File: config.mk
export PLATFORM = sky130hd
export DESIGN_NAME = seq_detect_prog
export DESIGN_NICKNAME = d
export VERILOG_FILES = /design/src/rtl/seq_detect_prog.sv
export SDC_FILE = /design/constraint.sdc
export NUM_CORES = 1
export LEC_CHECK = 0
export ABC_AREA = 0
export CORE_AREA = 2 2 87 47
export DETAILED_ROUTE_END_ITERATION = 10
export DIE_AREA = 0 0 89 49
export GPL_ROUTABILITY_DRIVEN = 1
export HOLD_SLACK_MARGIN = 0.08
export PLACE_DENSITY = 0.77
export SYNTH_ARGS = -nofsm -noshare
export SYNTH_HDL_FRONTEND = slang
export SYNTH_SLANG_ARGS = --single-unit
File: constraint.sdc
create_clock -name clk -period 2.9 [get_ports clk]
set_input_delay 0.435 -clock clk [delete_from_list [all_inputs] [get_ports clk]]
set_output_delay 0.435 -clock clk [all_outputs]
set_load 0.005 [all_outputs]
File: src/rtl/seq_detect_prog.sv
// Programmable serial pattern detector: runtime-loadable pattern/length,
// overlapping or non-overlapping detection, saturating detection counter.
module seq_detect_prog #(
    parameter int                 MAX_LEN     = 8,
    parameter int                 CNT_W       = 8,
    parameter logic [MAX_LEN-1:0] DEF_PATTERN = MAX_LEN'(8'b0000_1011),
    parameter int                 DEF_LEN     = 4
) (
    input  logic                         clk,
    input  logic                         rst,
    input  logic                         seq_in,
    input  logic                         in_valid,
    input  logic                         overlap,
    input  logic                         cfg_load,
    input  logic [MAX_LEN-1:0]           cfg_pattern,
    input  logic [$clog2(MAX_LEN+1)-1:0] cfg_len,
    input  logic                         clr_cnt,
    output logic                         det,
    output logic [CNT_W-1:0]             det_cnt,
    output logic                         cfg_err
);

    localparam int LW = $clog2(MAX_LEN + 1);

    // Only the len-1 bits preceding the incoming bit are ever compared,
    // so MAX_LEN-1 bits of history cover the longest pattern.
    logic [MAX_LEN-2:0] hist;
    logic [MAX_LEN-1:0] pattern;
    logic [LW-1:0]      len;
    logic [LW-1:0]      fill;

    logic [MAX_LEN-1:0] window;
    logic [MAX_LEN-1:0] mask;
    logic [LW:0]        fill_p1;
    logic               len_ok;
    logic               sample;
    logic               match;

    always_comb begin
        // NOTE: every always_comb output gets a default first so no path
        // leaves it unassigned and infers a latch.
        mask = '0;
        for (int i = 0; i < MAX_LEN; i++) begin
            mask[i] = (i < int'(len));
        end
        window  = {hist, seq_in};
        fill_p1 = {1'b0, fill} + {{LW{1'b0}}, 1'b1};
        len_ok  = (cfg_len != '0) && (cfg_len <= LW'(MAX_LEN));
        sample  = in_valid && !cfg_load;
        match   = (((window ^ pattern) & mask) == '0) && (fill_p1 >= {1'b0, len});
    end

    // NOTE: sequential state uses non-blocking assignments only, and the
    // history is reset along with everything else so a partial match
    // cannot survive a reset.
    always_ff @(posedge clk or negedge rst) begin
        if (!rst) begin
            det     <= 1'b0;
            cfg_err <= 1'b0;
            det_cnt <= '0;
            hist    <= '0;
            fill    <= '0;
            pattern <= DEF_PATTERN;
            len     <= LW'(DEF_LEN);
        end else begin
            det     <= sample && match;
            cfg_err <= cfg_load && !len_ok;

            // A load in the same cycle as a sample wins; the sample is dropped.
            if (cfg_load) begin
                if (len_ok) begin
                    pattern <= cfg_pattern;
                    len     <= cfg_len;
                    hist    <= '0;
                    fill    <= '0;
                end
            end else if (in_valid) begin
                if (match && !overlap) begin
                    hist <= '0;
                    fill <= '0;
                end else begin
                    hist <= window[MAX_LEN-2:0];
                    if (fill != LW'(MAX_LEN)) begin
                        fill <= fill + LW'(1);
                    end
                end
            end

            if (clr_cnt) begin
                det_cnt <= '0;
            end else if (sample && match && (det_cnt != '1)) begin
                det_cnt <= det_cnt + CNT_W'(1);
            end
        end
    end

endmodule

==> impl_metrics.toml, run 1 <==
[status]
status = "finished clean"

[yosys]
synth_xor_area_share_pct = 5.27
synth_fa_ha_area_share_pct = 4.79
synth_top_area_share_pct = 39.7
muxShareOfSynthArea_pct = 6.78
ys_warn_count = 0
synth-edff-count = 0
synth_top_family_by_area = "simple AND/OR/NAND/NOR gates"
synth_seq_area_share_pct = 45.4
ys_ff_latch = 33
syn-num-nets = 207
synth-compound-area-share_pct = 15.1
ys.flop_type = "dfrtp_1"
synth_area_leaders = "dfrtp_1 (40%), dfstp_2 (5.7%), mux2_1 (4.9%), ha_1 (4.8%), nand2_1 (4.5%)"
synth.distinct_cells = 48
synth_largest_area_cell = "dfrtp_1"
synthSimpleGateAreaFrac_pct = 18.7
synth_area_per_cell_um2 = 10.1
syn_area_um2 = 1830
synthCells = 181
synthArstFlopShare_pct = 100

[timing]
final.setup.tns_ns = 0
finalCritPeriodShare_pct = 92.6
worst_pin_slew_ns = 0.862
slew_headroom_pct = 42.3
min_period_ns = 2.68
finalMaxSlewViolations = 0
hold_viol_final = 0
report.final.setup_viol = 0
timing.fmax_mhz = 372
rsz0062_at_grt = "false"
skew_ns = 0.00610

[clock_network]
numCtsBuffers = 5
holdBufCountCts = 0
h-tree-depth = 2
clock_path_buffers = 2
cts_tree = "done"
clkSinkCount = 33
cts_setup_buffers = 0
path_clk_slew_ns = 0.07
insertion_delay_ns = 0.29
ctsResizeCount = 0
root_buffer = "clkbuf_8"

[floorplan]
fp.coreArea_um2 = 3680
rows = 16
die_w_um = 89
initial_core_util_pct = 49.6
io-pin-count = 29
die_area_um2 = 4360
fp.dieH_um = 49

[placement]
dpl-instance-area_um2 = 2170
gp_congestion = 0.959
place_hpwl_um = 2870
port_buffers = 28

[drt]
route.detailed.drc = 0
ant_nets = 0
routed_wl_um = 3930
num_vias = 1473
wl_per_cell_um = 14.7
viasPerCell = 5.50
dr.pass1.iters = 4
drtIter0Drc = 130

[global_routing]
grt_max_degree = 34
grt_pass1_wl_um = 6380
grt-ovfl-total = 0
grt_antenna_before_repair = 0
first_global_vias = 1268
grt_use_total_pct = 19.9

[power]
p_leak_nw = 0.928
cellPowerDensity_nw_per_um2 = 628
total_power_mw = 1.43
ir_worst_vdd_v = 0.000306

[worst_setup_path]
critPathMaxFanout = 10
critPathCaptureType = "flip-flop"
slowest_delay_ns = 0.44
cp.arrival_ns = 2.86
crit_family = "simple AND/OR/NAND/NOR gates"
crit_path_top_delay_cell = "dfrtp_1"
start_kind = "flip-flop"
critPathRequiredTime_ns = 3.08
path_common_cell = "ha_1"
crit_path_cell_trace = "ha_1, xor2_1, ha_1, o21ai_0, o21ai_1, nand4_2, nor4_1, mux2_1"
cp.buffers_inverters = 0
crit_type = "reg -> reg"

[min_path]
holdCritPathClass = "reg -> reg"

[final_layout]
final_common_cell = "dfrtp_1"
antenna_cells = 0
nets = 239
final_cell_mix = "dfrtp_1 (29), clkdlybuf4s50_1 (28), nand2_1 (22)"
postLayoutCellArea_um2 = 2280
area_growth_syn_to_layout_pct = 24.9
drive_gt1_share_pct = 13.1

[job]
cap_violations = 0
Yosys cell counts, drive strengths merged (3+ instances only):
library cell	instances
xor2	4
nand3	5
nand2	22
nor3	3
o21ai	17
dfrtp	29
dfstp	4
inv	7
xnor2	7
mux2	11
buf	5
clkbuf	3
a21oi	10
nor2	6
or4	3
ha	7
nor2b	4
o31ai	5
nor4	4
worst register-to-register path: stages (launching register included):
cell	delay, ns
dfrtp_1	0.44
ha_1	0.28
xor2_1	0.18
ha_1	0.28
o21ai_0	0.09
o21ai_1	0.23
nand4_2	0.29
nor4_1	0.44
mux2_1	0.36
per-stage QoR:
step | hold slack [ns] | cells | utilization (%) | setup slack [ns]
global route | 0.524 | 268 | 62.0 | 0.0585
CTS | 0.513 | 268 | 62.0 | 0.238
finish | 0.502 | 268 | 62.0 | 0.215
floorplan | 0.139 | 181 | - | 0.522
detailed placement | 0.497 | 260 | 58.8 | 0.252
global placement | 0.488 | 260 | 58.8 | 0.355
layout make-up:
cell class	count	area, um^2
Multi-Input combinational cell	133	925
Tap cell	54	67.6
Timing Repair Buffer	33	318
Clock inverter	1	30.0
Sequential cell	33	831
Inverter	7	26.3
Clock buffer	7	86.3
Fill cell	334	1400
power breakdown:
group | total (mW) | leakage (nW) | internal [mW] | switching, mW
Sequential | 0.603 | 0.426 | 0.530 | 0.0734
Combinational | 0.380 | 0.443 | 0.182 | 0.199
Clock | 0.451 | 0.0585 | 0.280 | 0.171
worst paths after layout:
path / startpoint / cells after the start / slack (ns) / end
setup / recovery: fill[0] / 8 / 0.22 / det_cnt[5]
hold / removal: hist[6] / 2 / 0.50 / hist[6]
setup reg to reg: fill[0] / 8 / 0.22 / det_cnt[5]
hold reg to reg: hist[6] / 2 / 0.50 / hist[6]
max in group asynchronous: rst / 2 / 2.03 / pattern[3]
min in group asynchronous: rst / 2 / 0.53 / det_cnt[6]
sequential cells by signal, indices dropped and copies added, names as in the netlist:
| name | cells |
|---|---|
| cfg_err | 1 |
| det | 1 |
| det_cnt | 8 |
| fill | 4 |
| hist | 7 |
| len | 4 |
| pattern | 8 |
cell families (layout without fill, tap and decap cells):
kind of cell / count (synthesis) / after routing
adder cells (fa/ha/maj): 7 / 7
buffers and inverters: 15 / 48
AND/OR/NAND/NOR: 59 / 59
XOR/XNOR: 11 / 11
flip-flops: 33 / 33
multiplexers: 11 / 11
AO/OA/AOI/OAI: 45 / 45
per-layer routing:
metal  GRT usage [%]  part of all wire [%]  vias to the layer above
met1            34.0                    55                      704
li1                -                     -                      716
met4            7.46                   1.4                        0
met3            5.58                   8.1                        6
met5               0                     0                        -
met2            22.5                    36                       47
No activity file was read; power rests on OpenSTA's default activity.
==> inputs of run 2 (changes only) <==
- CORE_AREA: 2 2 87 47 -> 2 2 80 44
- DIE_AREA: 0 0 89 49 -> 0 0 82 46
- DONT_BUFFER_PORTS: default -> 1
- PLACE_DENSITY: 0.77 -> 0.74
- TNS_END_PERCENT: default -> 10
==> impl_metrics.toml, run 2 (synthesized netlist as in run 1, its figures left out) <==
[final_layout]
final_cell_mix = "dfrtp_1 (29), nand2_1 (22), o21ai_1 (11)"
fin_util_pct = 62.6
drive_gt1_share_pct = 14.7
antenna_cells = 0
area_growth_syn_to_layout_pct = 7.94
n_fill_cell = 251
final_common_cell = "dfrtp_1"
nets = 209
reg_top3 = "det_cnt x8, pattern x8, hist x7"

[clock_network]
clkSinkCount = 33
cts_tree = "done"
clock_path_buffers = 2
path_clk_slew_ns = 0.07
numCtsBuffers = 5
cts_setup_buffers = 0
insertion_delay_ns = 0.29
root_buffer = "clkbuf_8"
h-tree-depth = 2

[timing]
timing.fmax_mhz = 373
finalMaxSlewViolations = 0
slew_headroom_pct = 43.1
finalCritPeriodShare_pct = 92.5
worst_pin_slew_ns = 0.850
rsz0062_at_grt = "false"
report.final.setup_viol = 0
min_period_ns = 2.68
hold_viol_final = 0
final.setup.tns_ns = 0
worst_slack_ns = 0.216
skew_ns = 0.00497

[global_routing]
grt-ovfl-total = 0
grt_pass1_wl_um = 6640
grt_use_total_pct = 24.8
grt_max_degree = 34
grt_antenna_before_repair = 0
first_global_vias = 1387

[floorplan]
die_w_um = 82
io-pin-count = 29
initial_core_util_pct = 58.0
die_area_um2 = 3770
rows = 15
fp.coreArea_um2 = 3150
fp.dieH_um = 46

[power]
p_leak_nw = 0.798
cellPowerDensity_nw_per_um2 = 668
seqPwrFrac_pct = 45.9
swShare_pct = 34.9
switchingPower_uw = 460
combPwrFrac_pct = 28.9
ir_worst_vdd_v = 0.000296
clkPwrFrac_pct = 25.1
intPower_uw = 858

[drt]
ant_nets = 0
route.detailed.drc = 0
dr.pass1.iters = 4
drtIter0Drc = 83
num_vias = 1391
wl_per_cell_um = 18.0
routed_wl_um = 4060
viasPerCell = 6.15

[placement]
port_buffers = 0
place_hpwl_um = 2930
pre_cts_ws_ns = 0.131
gp_congestion = 0.824

[worst_setup_path]
critPathCaptureType = "flip-flop"
crit_path_top_delay_cell = "dfrtp_1"
crit_type = "reg -> reg"
cp.arrival_ns = 2.85
crit_family = "simple AND/OR/NAND/NOR gates"
cp.buffers_inverters = 0
path_common_cell = "ha_1"
crit_path_cell_trace = "ha_1, xor2_1, ha_1, o21ai_0, o21ai_2, nand4_4, nor4_2, mux2_1"
critPathMaxFanout = 14
critPathRequiredTime_ns = 3.07
slowest_delay_ns = 0.45
start_kind = "flip-flop"

[job]
cap_violations = 0

[min_path]
holdCritPathClass = "in -> reg"

[status]
status = "finished clean"
-- run 2: power by group through the flow --
stage	Sequential, mW	Combinational, mW	Clock, mW
2_1_floorplan	0.588	0.274	0
3_3_place_gp	0.605	0.309	0
3_5_place_dp	0.611	0.334	0
4_1_cts	0.602	0.351	0.339
5_1_grt	0.613	0.425	0.361
6_report	0.605	0.381	0.331
-- run 2: per-layer routing --
layer,global-route usage [%],vias to the layer above,wire (um)
met2,35.8,57,1700
met4,10.7,0,76
met5,0,-,0
li1,-,657,-
met3,7.14,9,329
met1,35.1,668,1950
-- run 2: metrics by stage --
step | cell area (um^2) | total power, mW | instances | hold WS, ns
after detailed placement | 1840 | 0.945 | 216 | 0.140
after global routing | 1970 | 1.40 | 226 | 0.189
after floorplan | 1830 | 0.863 | 181 | 0.139
after CTS | 1950 | 1.29 | 226 | 0.196
final | 1970 | 1.32 | 226 | 0.201
after global placement | 1840 | 0.914 | 216 | 0.140
-- run 2: timing repair --
| item | CTS | global route |
|---|---|---|
| hold buffers | 2 | 0 |
| endpoints found under the setup margin | 0 | 4 |
| gates resized for setup | 0 | 3 |
| endpoints found under the hold margin | 33 | 0 |
-- run 2: final cells by class --
cell class	count	area (um^2)	share of cell area, %
clock inverters	2	10.0	0.507
clock buffers	6	72.6	3.68
flip-flops and latches	33	831	42.1
multi-input cells	133	943	47.8
repair buffers	3	37.5	1.90
well taps	42	52.6	2.66
inverters	7	26.3	1.33
-- run 2: path summary, 6_finish.rpt --
check / from / end / slack, ns / depth (start not counted)
min: clr_cnt / det_cnt[0] / 0.20 / 1
min in group asynchronous: rst / pattern[6] / 0.59 / 2
max: fill[0] / det_cnt[5] / 0.22 / 8
min reg2reg: hist[6] / hist[6] / 0.51 / 2
max reg2reg: fill[0] / det_cnt[5] / 0.22 / 8
max in group asynchronous: rst / len[2] / 2.06 / 2
-- run 2: worst register-to-register path: stages, from the launching register on --
cell	delay, ns
dfrtp_1	0.45
ha_1	0.28
xor2_1	0.18
ha_1	0.28
o21ai_0	0.12
o21ai_2	0.23
nand4_4	0.25
nor4_2	0.41
mux2_1	0.36
